File: src/rtl/gpu_foreground_line_scanner.sv
// Foreground sprite line scanner: walks the OBM once per start pulse and collects up to MaxPerLine
// objects covering the scanline into a double-buffered hit list read by the foreground pixel stage.
module gpu_foreground_line_scanner #(
   parameter int NumObjects = 64,
   parameter int MaxPerLine = 8,
   parameter int ObjHeight  = 8,
   localparam int IdxW  = $clog2(NumObjects),
   localparam int SlotW = $clog2(MaxPerLine),
   localparam int CntW  = SlotW + 1
) (
   input  logic             clk_gpu,
   input  logic             rst_n,
   input  logic             start_i,
   input  logic [7:0]       line_i,
   output logic             obm_re_o,
   output logic [IdxW-1:0]  obm_index_o,
   input  logic [31:0]      obm_object_i,
   output logic             busy_o,
   output logic             done_o,
   output logic [CntW-1:0]  hit_count_o,
   output logic             overflow_o,
   input  logic [SlotW-1:0] slot_sel_i,
   output logic [31:0]      slot_object_o,
   output logic [2:0]       slot_row_o
);

   // obm_object_t field positions used by the hit test
   localparam int YLsb     = 16;
   localparam int YMsb     = 23;
   localparam int VflipBit = 0;
   localparam int RowW     = $clog2(ObjHeight);

   typedef enum logic [1:0] {S_IDLE, S_FETCH, S_DRAIN, S_DONE} state_t;

   state_t            state_q, state_d;
   logic [IdxW-1:0]   idx_q, idx_d;
   logic [IdxW-1:0]   last_idx_q, last_idx_d;
   logic              cmp_vld_q, cmp_vld_d;
   logic [7:0]        line_q, line_d;

   logic [CntW-1:0]   back_cnt_q, back_cnt_d;
   logic              back_ovf_q, back_ovf_d;
   logic [31:0]       back_obj_q [MaxPerLine];
   logic [31:0]       back_obj_d [MaxPerLine];
   logic [2:0]        back_row_q [MaxPerLine];
   logic [2:0]        back_row_d [MaxPerLine];

   logic [CntW-1:0]   front_cnt_q, front_cnt_d;
   logic              front_ovf_q, front_ovf_d;
   logic [31:0]       front_obj_q [MaxPerLine];
   logic [31:0]       front_obj_d [MaxPerLine];
   logic [2:0]        front_row_q [MaxPerLine];
   logic [2:0]        front_row_d [MaxPerLine];

   logic [7:0]        diff;
   logic [2:0]        row;
   logic              obj_hit;
   logic              bank_full;
   logic              ovf_now;
   logic              slot_valid;

   always_comb begin
      state_d     = state_q;
      idx_d       = idx_q;
      last_idx_d  = last_idx_q;
      line_d      = line_q;
      back_cnt_d  = back_cnt_q;
      back_ovf_d  = back_ovf_q;
      back_obj_d  = back_obj_q;
      back_row_d  = back_row_q;
      front_cnt_d = front_cnt_q;
      front_ovf_d = front_ovf_q;
      front_obj_d = front_obj_q;
      front_row_d = front_row_q;
      obm_re_o    = 1'b0;
      busy_o      = 1'b0;
      done_o      = 1'b0;

      // Modular difference makes objects near y=255 wrap onto the top lines.
      diff      = line_q - obm_object_i[YMsb:YLsb];
      obj_hit   = cmp_vld_q && (diff[7:RowW] == '0);
      row       = obm_object_i[VflipBit] ? ~diff[2:0] : diff[2:0];
      bank_full = (back_cnt_q == CntW'(MaxPerLine));
      ovf_now   = obj_hit && bank_full;

      if (obj_hit) begin
         if (bank_full) begin
            back_ovf_d = 1'b1;
         end else begin
            back_obj_d[back_cnt_q[SlotW-1:0]] = obm_object_i;
            back_row_d[back_cnt_q[SlotW-1:0]] = row;
            back_cnt_d = back_cnt_q + CntW'(1);
         end
      end

      case (state_q)
         S_IDLE: begin
            if (start_i) begin
               state_d = S_FETCH;
               idx_d   = '0;
               line_d  = line_i;
            end
         end
         S_FETCH: begin
            busy_o = 1'b1;
            // An overflowing hit suppresses the read that would otherwise go out this cycle.
            if (ovf_now) begin
               state_d = S_DONE;
            end else begin
               obm_re_o   = 1'b1;
               last_idx_d = idx_q;
               if (idx_q == IdxW'(NumObjects - 1)) begin
                  state_d = S_DRAIN;
               end else begin
                  idx_d = idx_q + IdxW'(1);
               end
            end
         end
         S_DRAIN: begin
            busy_o  = 1'b1;
            state_d = S_DONE;
         end
         S_DONE: begin
            busy_o  = 1'b1;
            done_o  = 1'b1;
            state_d = S_IDLE;
         end
         default: state_d = S_IDLE;
      endcase

      cmp_vld_d = obm_re_o;

      // Swap on the edge entering DONE so the front bank is already new while done_o is high.
      if ((state_d == S_DONE) && (state_q != S_DONE)) begin
         front_cnt_d = back_cnt_d;
         front_ovf_d = back_ovf_d;
         front_obj_d = back_obj_d;
         front_row_d = back_row_d;
         back_cnt_d  = '0;
         back_ovf_d  = 1'b0;
         for (int i = 0; i < MaxPerLine; i++) begin
            back_obj_d[i] = '0;
            back_row_d[i] = '0;
         end
      end
   end

   always_ff @(posedge clk_gpu or negedge rst_n) begin
      if (!rst_n) begin
         state_q     <= S_IDLE;
         idx_q       <= '0;
         last_idx_q  <= '0;
         cmp_vld_q   <= 1'b0;
         line_q      <= '0;
         back_cnt_q  <= '0;
         back_ovf_q  <= 1'b0;
         front_cnt_q <= '0;
         front_ovf_q <= 1'b0;
         for (int i = 0; i < MaxPerLine; i++) begin
            back_obj_q[i]  <= '0;
            back_row_q[i]  <= '0;
            front_obj_q[i] <= '0;
            front_row_q[i] <= '0;
         end
      end else begin
         state_q     <= state_d;
         idx_q       <= idx_d;
         last_idx_q  <= last_idx_d;
         cmp_vld_q   <= cmp_vld_d;
         line_q      <= line_d;
         back_cnt_q  <= back_cnt_d;
         back_ovf_q  <= back_ovf_d;
         back_obj_q  <= back_obj_d;
         back_row_q  <= back_row_d;
         front_cnt_q <= front_cnt_d;
         front_ovf_q <= front_ovf_d;
         front_obj_q <= front_obj_d;
         front_row_q <= front_row_d;
      end
   end

   assign obm_index_o   = obm_re_o ? idx_q : last_idx_q;
   assign hit_count_o   = front_cnt_q;
   assign overflow_o    = front_ovf_q;
   assign slot_valid    = ({1'b0, slot_sel_i} < front_cnt_q);
   assign slot_object_o = slot_valid ? front_obj_q[slot_sel_i] : '0;
   assign slot_row_o    = slot_valid ? front_row_q[slot_sel_i] : '0;

endmodule

File: config.mk
export PLATFORM = sky130hd
export DESIGN_NAME = gpu_foreground_line_scanner
export DESIGN_NICKNAME = d
export VERILOG_FILES = /design/src/rtl/gpu_foreground_line_scanner.sv
export SDC_FILE = /design/constraint.sdc
export NUM_CORES = 1
export LEC_CHECK = 0
export BUFFER_PORTS_ARGS = -buffer_cell sky130_fd_sc_hd__buf_2
export CORE_MARGIN = 1.5
export CORE_UTILIZATION = 48
export CTS_CLUSTER_SIZE = 14
export DETAILED_ROUTE_END_ITERATION = 7
export PLACE_DENSITY = 0.74
export RECOVER_POWER = 50
export SETUP_SLACK_MARGIN = 0.02
export SLEW_MARGIN = 20
export SYNTH_ARGS = -nofsm -noshare
export SYNTH_HDL_FRONTEND = slang
export SYNTH_SLANG_ARGS = --single-unit
File: constraint.sdc
create_clock -name clk_gpu -period 3 [get_ports clk_gpu]
set_input_delay 0 -clock clk_gpu [delete_from_list [all_inputs] [get_ports clk_gpu]]
set_output_delay 0 -clock clk_gpu [all_outputs]
set_load 0.05 [all_outputs]
==> results.json, run 1 <==
{
  "hold_viol_final": 0,
  "synth_edf_count": 0,
  "ant_nets": 0,
  "yosysSeqAreaShare_pct": 58.49,
  "r2r_slack_ps": -830,
  "grt_pass1_wl_um": 120400,
  "ys_types": 49,
  "critPathBufInv": 4,
  "r2r-start": "line_q[0]$_DFFE_PN0P_",
  "viasPerCell": 6.324,
  "wl_um": 96360,
  "synth_cells": 2225,
  "n_fill_cell": 2889,
  "hpwl_um": 36300,
  "initial_core_util_pct": 48.38,
  "clk_pin_slew_ps": 60,
  "grt_max_degree": 149,
  "fin_nets": 2623,
  "die_h_um": 232.9,
  "power_leakage_nw": 16.82,
  "finalSetupViolCount": 578,
  "place_ws_ps": -334.7,
  "core_um2": 52450,
  "gp_congestion": 0.8127,
  "port_buffers": 94,
  "cts_max_level": 2,
  "path_max_fanout": 7,
  "cts_root_buffer": "clkbuf_16",
  "die_area_um2": 54250,
  "crit_chain": "inv_2 > ha_4 > inv_1 > fa_2 > a21oi_4 > o21ai_2 > mux2i_2 > o2111ai_4 > buf_6 > or3_4 > buf_16 > mux2i_1 > a21oi_2",
  "holdPathEnd": "line_q[0]$_DFFE_PN0P_",
  "min_period_ps": 3831,
  "critical_path_required_ps": 3470,
  "synth_flop_cell": "dfrtp_1",
  "syn_to_final_growth_pct": 46.37,
  "netlist_area_um2": 25370,
  "synth.avg_cell_area_um2": 11.40,
  "synth_top_area_share_pct": 58.49,
  "status": "complete, but fails checks",
  "cts_tree": "built",
  "min_period_over_period_pct": 127.7,
  "max_stage_delay_ps": 780,
  "globalRouteTotalUtil_pct": 29.29,
  "fp-row-count": 84,
  "syn_nets": 2284,
  "gr-total-overflow": 0,
  "clk_latency_ps": 650,
  "drive_above_1_share_pct": 40.89,
  "die_w_um": 232.9,
  "skew_ps": 29.48,
  "max-vdd-ir-drop_uv": 448.7,
  "min_path_type": "in -> reg",
  "slew_viol_final": 156,
  "vias": 20870,
  "clk_path_buf_depth": 3,
  "post-route-drc-count": 0,
  "antenna_found_initial": 0,
  "powerDensity_nw_per_um2": 711.7,
  "violations": "capacitance limit, slew limit, setup timing",
  "drtIter0Drc": 2470,
  "rr_endpoint": "front_obj_q[179]$_DFFE_PN0P_",
  "min_from": "line_i[0]",
  "cp-end-kind": "register",
  "tns_ps": -248130,
  "yosysWarningCount": 0,
  "startpoint_type": "register",
  "r2r_cells": 13,
  "yosysTopAreaCell": "dfrtp_1",
  "worst_hold_path.num_cells": 4,
  "layout_setup_ws_ps": -831.0,
  "ys_seq_elements": 593,
  "cts_buffers": 60,
  "max_cap_violations": 3,
  "synth_most_common_cell": "nor2_1",
  "cts_sinks": 593,
  "utilization_pct": 70.81,
  "wl_per_cell_um": 29.20,
  "synth.cells.most_frequent": "608 x nor2_1, 593 x dfrtp_1, 319 x mux2i_1, 283 x a21oi_1, 88 x clkbuf_1",
  "relSlewSlack_pct": -29.73,
  "fmax_mhz": 261.0,
  "rsz0062_at_grt": "true",
  "critPathKind": "reg -> reg",
  "dr.pass1.iters": 5,
  "ys_top_cells_by_area": "dfrtp_1 58%, mux2i_1 13%, nor2_1 9.0%, mux4_2 6.2%, a21oi_1 5.6%",
  "ioPinCount": 95,
  "cp_slowest_cell": "mux2i_1",
  "ys_async_sr_fraction_pct": 100.0,
  "worstMarginPinSlew_ps": 1946,
  "grt_pass1_vias": 20640,
  "crit_family": "multiplexers",
  "diodes": 0,
  "cp.arrival_ps": 4300
}
==> state kept, by name, summed over array words and instances, names as in the netlist <==
signal,cells
back_obj_q,256
front_obj_q,256
back_row_q,24
front_row_q,24
line_q,8
idx_q,6
last_idx_q,6
back_cnt_q,4
hit_count_o,4
state_q,2
back_ovf_q,1
cmp_vld_q,1
overflow_o,1
==> metal layers <==
| layer | vias to the layer above | wire [um] | GRT usage (%) |
|---|---|---|---|
| met5 | - | 0 | 0 |
| met4 | 0 | 9010 | 18.61 |
| met3 | 550 | 8382 | 4.718 |
| met2 | 1406 | 46600 | 49.51 |
| met1 | 10640 | 32370 | 34.88 |
| li1 | 8277 | - | - |
==> layout by cell type, fill, tap and decap left out, drive strengths merged, types with 3 or more instances in the layout <==
master,synthesis,routed
a21oi,284,284
clkbuf,88,119
nand3,9,9
buf,99,385
o31ai,4,4
inv,16,18
o211ai,3,3
bufinv,0,7
nand2,28,28
xnor2,4,4
mux4,70,70
mux2i,319,319
or4,5,5
nand2b,6,6
nor2,608,608
nor3,7,7
nor2b,7,7
o21ai,17,17
mux2,13,13
xor2,4,4
ha,12,12
clkinvlp,0,5
dlygate4sd3,0,43
and2,3,3
dfrtp,593,593
clkinv,0,11
==> kinds of logic (layout without fill, tap and decap cells) <==
kind of cell	Yosys count	after routing	share of synthesized area (%)
AO/OA/AOI/OAI	321	321	6.643
XOR/XNOR	8	8	0.2761
adder cells (fa/ha/maj)	13	13	0.6707
buffers and inverters	203	590	3.866
flip-flops	593	593	58.49
multiplexers	402	402	19.38
AND/OR/NAND/NOR	685	685	10.68
==> power by group <==
group | internal [mW] | total (mW) | switching [mW]
sequential | 9.55 | 10.8 | 1.20
clock | 4.66 | 8.13 | 3.47
combinational | 3.14 | 7.55 | 4.41
total | 17.3 | 26.4 | 9.09
==> worst max path at each step <==
stage,from,to,slack (ps),cells after the start
finish,line_q[0]$_DFFE_PN0P_,front_obj_q[179]$_DFFE_PN0P_,-830,13
global route,line_q[0]$_DFFE_PN0P_,front_obj_q[179]$_DFFE_PN0P_,-810,13
CTS,line_q[2]$_DFFE_PN0P_,obm_index_o[3],-420,11
global placement,line_q[0]$_DFFE_PN0P_,front_obj_q[255]$_DFFE_PN0P_,-170,15
floorplan,line_q[5]$_DFFE_PN0P_,hit_count_o[3]$_DFFE_PN0P_,20,11
detailed placement,line_q[0]$_DFFE_PN0P_,front_obj_q[100]$_DFFE_PN0P_,-330,15
==> stage by stage <==
stage	instances	hold slack [ps]	area, um^2	total power [mW]
final	3300	153.4	37140	26.43
after global routing	3300	169.1	37140	27.24
after CTS	3238	138.7	34120	24.26
after detailed placement	2945	-84.15	27420	15.39
after global placement	2945	-84.07	27420	15.08
after floorplan	2225	-295.6	25440	13.82
==> what timing repair did <==
| action | 4_1_cts | 5_1_grt |
|---|---|---|
| setup endpoints to repair | 587 | 582 |
| setup buffers | 59 | 63 |
| hold buffers | 44 | 0 |
| cloned | 80 | 35 |
| endpoints found under the hold margin | 1022 | 0 |
| pin swaps | 55 | 71 |
| gates resized for setup | 308 | 623 |
==> area by class of cell <==
| class | count | area (um^2) | area share, % |
|---|---|---|---|
| clock buffers | 85 | 1745 | 4.700 |
| clock inverters | 25 | 342.8 | 0.9232 |
| inverters | 16 | 60.06 | 0.1617 |
| multi-input cells | 1429 | 12590 | 33.89 |
| flip-flops and latches | 593 | 14840 | 39.96 |
| well taps | 688 | 860.8 | 2.318 |
| repair buffers | 464 | 6701 | 18.05 |
==> worst min-delay path, stage by stage <==
cell and delay, ps:
dlygate4sd3_1 520, buf_2 120, nand2_1 40, o21ai_0 60
No activity file was read; power rests on OpenSTA's default activity.
==> run 2, diff against run 1 <==
==> constraint.sdc (replaced) <==
create_clock -name clk_gpu -period 3 [get_ports clk_gpu]
set_input_delay 0.6 -clock clk_gpu [delete_from_list [all_inputs] [get_ports clk_gpu]]
set_output_delay 0.6 -clock clk_gpu [all_outputs]
set_load 0.05 [all_outputs]
==> run 2 against run 1 <==
The flow finishes with violations (setup timing). Global-route usage shrank 3.3 points. Sequential share of layout area is 0.33 points higher. Die area stayed put. Largest power group unchanged. Register-to-register slack improved by 140 ps. Via count down 2.8%. Non-clock buffer count down 54. Count of clock-buffer cells in the layout is 2 higher. Maximum frequency decreased by 4.1%. Clock skew decreased by 1.3 ps. Critical path depth down 3.
==> results.json, run 2 (same netlist as run 1, synthesis figures left out) <==
{
  "status": "complete, but fails checks",
  "violations": "setup timing",
  "clk_pin_slew_ps": 60,
  "min_period_over_period_pct": 133.2,
  "power_leakage_nw": 16.32,
  "wl_um": 91770,
  "grt_max_degree": 119,
  "globalRouteTotalUtil_pct": 25.97,
  "max-vdd-ir-drop_uv": 556.6,
  "top_layer_used": "met5",
  "finalSetupViolCount": 616,
  "power.total_mw": 26.16,
  "utilization_pct": 70.25,
  "layout_commonest_cell": "dfrtp_1",
  "ioPinCount": 95,
  "post-route-drc-count": 0,
  "tns_ps": -283190,
  "powerDensity_nw_per_um2": 710.1,
  "startpoint_type": "register",
  "wl_per_cell_um": 28.31,
  "die_h_um": 232.9,
  "gr-total-overflow": 0,
  "n_fill_cell": 2784,
  "fp-row-count": 84,
  "min_period_ps": 3997,
  "initial_core_util_pct": 48.38,
  "clk_path_buf_depth": 3,
  "hold_viol_final": 0,
  "cts_buffers": 60,
  "place_area_um2": 27780,
  "cp.arrival_ps": 3400,
  "final_cell_mix": "590 x dfrtp_1, 458 x nor2_1, 178 x a21oi_2",
  "wl_met2_um": 44550,
  "worstMarginPinSlew_ps": 1425,
  "fin_nets": 2569,
  "path_max_fanout": 8,
  "hold_ws_ps": 189.1,
  "layout_setup_ws_ps": -996.7,
  "reg_top3": "back_obj_q: 256 flops, front_obj_q: 256 flops",
  "core_um2": 52450,
  "port_buffers": 94,
  "max_cap_violations": 0,
  "fmax_mhz": 250.2,
  "critPathKind": "reg -> out",
  "cts_sinks": 593,
  "clk_latency_ps": 640,
  "cts_tree": "built",
  "cts_root_buffer": "clkbuf_16",
  "critical_path_required_ps": 2400,
  "viasPerCell": 6.260,
  "die_area_um2": 54250,
  "cp-end-kind": "output pin",
  "ant_nets": 0,
  "antenna_found_initial": 3,
  "slew_viol_final": 0,
  "relSlewSlack_pct": 5.013,
  "drive_above_1_share_pct": 44.00,
  "vias": 20300,
  "gp_congestion": 0.7778,
  "dr.pass1.iters": 7,
  "rsz0062_at_grt": "true",
  "syn_to_final_growth_pct": 45.21,
  "grt_pass1_wl_um": 108000,
  "dr_wl_met3_um": 7984,
  "skew_ps": 28.22,
  "cts_max_level": 2,
  "min_path_type": "in -> reg",
  "die_w_um": 232.9,
  "wl_met1_um": 31960,
  "drtIter0Drc": 1972,
  "hpwl_um": 37060,
  "grt_pass1_vias": 18870,
  "final_cell_area_um2": 36840
}
run 2: cell types whose count changed in the layout (fill, tap and decap cells not counted), moves of 6 or more:
cell and change:
a21oi_2 +28, dlygate4sd3_1 -42, inv_1 -6, buf_8 -22, a21oi_1 -24, clkbuf_16 +22
buf_16 -27, mux2i_1 -37, nor2_2 -13, mux2i_4 +35, buf_6 +6, nor2_4 +13
run 2: power by group:
| part | switching [mW] | leakage [nW] | internal (mW) |
|---|---|---|---|
| combinational | 4.35 | 7.65 | 3.33 |
| clock | 3.32 | 0.972 | 4.39 |
| sequential | 1.22 | 7.70 | 9.56 |
| total | 8.88 | 16.3 | 17.3 |
run 2: repair_timing:
item | CTS | global route
endpoints found under the setup margin | 616 | 618
gates resized for setup | 183 | 784
cloned | 40 | 57
setup buffers | 31 | 58
pin swaps | 27 | 129
hold buffers | 1 | 0
endpoints found under the hold margin | 50 | 0
run 2: worst max-delay path, cell delays in order (launching register included):
cell and delay (ps):
dfrtp_2 450, ha_4 180, buf_4 150, o21a_1 220
o211ai_1 160, a21oi_1 140, or4b_4 600, nor3_4 250
nor2_4 110, mux2_4 340, buf_8 150
run 2: worst paths after layout:
path / from / end / cells after the start / slack (ps)
setup / recovery: line_q[2]$_DFFE_PN0P_ / obm_index_o[1] / 10 / -1000
hold / removal: line_i[6] / line_q[6]$_DFFE_PN0P_ / 2 / 190
setup reg to reg: line_q[2]$_DFFE_PN0P_ / back_row_q[4]$_DFF_PN0_ / 13 / -690
hold reg to reg: back_ovf_q$_DFF_PN0_ / back_ovf_q$_DFF_PN0_ / 2 / 500
max in group asynchronous: rst_n / back_obj_q[116]$_DFF_PN0_ / 4 / 210
min in group asynchronous: rst_n / back_obj_q[1]$_DFF_PN0_ / 2 / 840
run 2: cell type report:
class,count,area (um^2),area share (%)
Antenna cell,2,5.005,0.01358
Clock inverter,17,198.9,0.5400
Clock buffer,87,1764,4.788
Timing Repair Buffer,410,5913,16.05
Inverter,16,67.56,0.1834
Tap cell,688,860.8,2.336
Sequential cell,593,14840,40.29
Multi-Input combinational cell,1429,13190,35.80
run 2: stage by stage:
step                std cells  setup slack, ps
finish                   3242           -996.7
floorplan                2225           -704.1
CTS                      3141           -810.6
detailed placement       2966           -741.5
global route             3241            -1058
global placement         2966           -661.1
run 2: routing by layer:
metal / global-route usage (%) / vias up
li1: - / 8162
met1: 33.56 / 10470
met2: 43.67 / 1197
met3: 4.412 / 462
met4: 10.28 / 2
met5: 0 / -
==> run 3, diff against run 2 <==
Settings changed: CTS_CLUSTER_DIAMETER set to 30, PLACE_DENSITY 0.74 to 0.64.
==> run 3 against run 2 <==
The flow still finishes with violations (setup timing). Total power grew 18%. Register-to-register slack better by 150 ps. Combinational power fell by 23%. Non-clock buffer count is 126 lower. Maximum frequency is 2.3% higher. Design area decreased by 6.3%. Via count is 12% lower. Worst hold slack worse by 48 ps. First-iteration DRC count fell by 35%. Clock power grew 91%. Critical path type unchanged. Largest power group is now the clock network.
==> results.json, run 3 (same netlist as run 1, synthesis figures left out) <==
{
  "placed_cells": 2955,
  "layout_setup_ws_ps": -907.0,
  "critPathBufInv": 3,
  "post-route-drc-count": 0,
  "clk_path_buf_depth": 3,
  "cts_max_level": 4,
  "dr.pass1.iters": 6,
  "critical_path_required_ps": 2400,
  "clk_latency_ps": 700,
  "initial_core_util_pct": 48.38,
  "die_area_um2": 54250,
  "antenna_found_initial": 4,
  "cp-end-kind": "output pin",
  "fp-row-count": 84,
  "skew_ps": 25.88,
  "cts_sinks": 593,
  "utilization_pct": 65.82,
  "gp_congestion": 0.8197,
  "cts_root_buffer": "clkbuf_16",
  "max_cap_violations": 0,
  "startpoint_type": "register",
  "crit_family": "multiplexers",
  "hold_viol_final": 0,
  "r2r_cells": 11,
  "cts_tree": "built",
  "grt_pass1_wl_um": 101200,
  "worst_hold_path.num_cells": 2,
  "hpwl_um": 36800,
  "core_um2": 52450,
  "violations": "setup timing",
  "clk_pin_slew_ps": 40,
  "crit_start": "line_q[0]$_DFFE_PN0P_",
  "layout_commonest_cell": "nor2_1",
  "power_leakage_nw": 16.72,
  "slew_viol_final": 0,
  "die_w_um": 232.9,
  "min_period_over_period_pct": 130.2,
  "wl_per_cell_um": 20.92,
  "die_h_um": 232.9,
  "powerDensity_nw_per_um2": 897.4,
  "drtIter0Drc": 1288,
  "holdPathEnd": "line_q[5]$_DFFE_PN0P_",
  "rr_endpoint": "front_row_q[4]$_DFFE_PN0P_",
  "syn_to_final_growth_pct": 36.05,
  "status": "complete, but fails checks",
  "ioPinCount": 95,
  "min_from": "line_i[5]",
  "relSlewSlack_pct": 20.47,
  "gr-total-overflow": 0,
  "grt_pass1_vias": 18240,
  "critPathKind": "reg -> out",
  "drive_above_1_share_pct": 28.92,
  "fmax_mhz": 255.9,
  "vias": 17840,
  "crit_chain": "inv_2 > ha_4 > inv_2 > fa_2 > a21oi_4 > o21ai_2 > mux2i_1 > o2111ai_2 > nor3_4 > nor2_4 > mux2_4 > buf_8",
  "worstMarginPinSlew_ps": 1193,
  "rsz0062_at_grt": "true",
  "port_buffers": 94,
  "cts_buffers": 133,
  "max_stage_delay_ps": 390,
  "place_ws_ps": -787.4,
  "cp.arrival_ps": 3310,
  "grt_max_degree": 103,
  "cp_slowest_cell": "dfrtp_1",
  "path_max_fanout": 8,
  "min_path_type": "in -> reg",
  "ant_nets": 0,
  "finalSetupViolCount": 587,
  "reg_top3": "back_obj_q: 256 flops, front_obj_q: 256 flops",
  "max-vdd-ir-drop_uv": 581.8,
  "viasPerCell": 5.511,
  "r2r_slack_ps": -540,
  "final_cell_mix": "598 x nor2_1, 592 x dfrtp_1, 243 x mux2i_1, 243 x a21oi_1, 161 x clkbuf_16",
  "tns_ps": -160210,
  "min_period_ps": 3907,
  "power.total_mw": 30.98,
  "cpMostUsedCell": "inv_2",
  "fin_nets": 2516,
  "final_cells": 3237,
  "globalRouteTotalUtil_pct": 24.45,
  "wl_um": 67720,
  "r2r-start": "line_q[2]$_DFFE_PN0P_"
}
-- run 3: area by class of cell --
| class | instances | area [um^2] |
|---|---|---|
| fillers | 3679 | 17930 |
| flip-flops and latches | 593 | 14840 |
| multi-input cells | 1429 | 10750 |
| clock buffers | 180 | 3870 |
| repair buffers | 284 | 3431 |
| well taps | 688 | 860.8 |
| clock inverters | 46 | 698.2 |
| inverters | 16 | 67.56 |
| diodes | 1 | 2.502 |
-- run 3: where the power goes --
group          internal (mW)  total [mW]  switching (mW)
clock network           10.3        14.7            4.37
logic                   2.49        5.91            3.42
registers               9.58        10.4           0.780
-- run 3: how the worst max path moves through the flow --
stage | endpoint | cells after the start
CTS | obm_index_o[3] | 12
detailed placement | front_obj_q[80]$_DFFE_PN0P_ | 14
floorplan | obm_index_o[0] | 12
finish | obm_index_o[3] | 12
global placement | front_obj_q[78]$_DFFE_PN0P_ | 13
global route | obm_index_o[2] | 12
-- run 3: through the flow --
step	hold slack [ps]	area, um^2
after floorplan	304.4	25650
after global placement	459.1	27630
after detailed placement	467.3	27630
after CTS	104.0	32810
after global routing	133.7	34520
final	140.9	34520
-- run 3: repair_timing --
action	CTS	global route
endpoints found under the hold margin	40	0
hold buffers	1	0
setup buffers	8	13
setup endpoints to repair	617	616
resized for setup	61	215
gates cloned	10	24
pin swaps	10	28
-- run 3: worst reg2reg max path, delay by kind of cell (launching register included) --
family	cells	cell delay [ps]
flip-flops	1	440
XOR/XNOR	1	150
adder cells (fa/ha/maj)	1	190
multiplexers	1	230
AND/OR/NAND/NOR	3	1530
AO/OA/AOI/OAI	2	300
buffers and inverters	3	560
-- run 3: layer usage --
layer | GRT usage [%] | up-vias | part of all wire (%)
met5 | 0 | - | 0.030
met1 | 32.20 | 9183 | 43
met4 | 10.83 | 4 | 3.3
met3 | 4.975 | 148 | 3.8
li1 | - | 8107 | -
met2 | 39.23 | 397 | 50
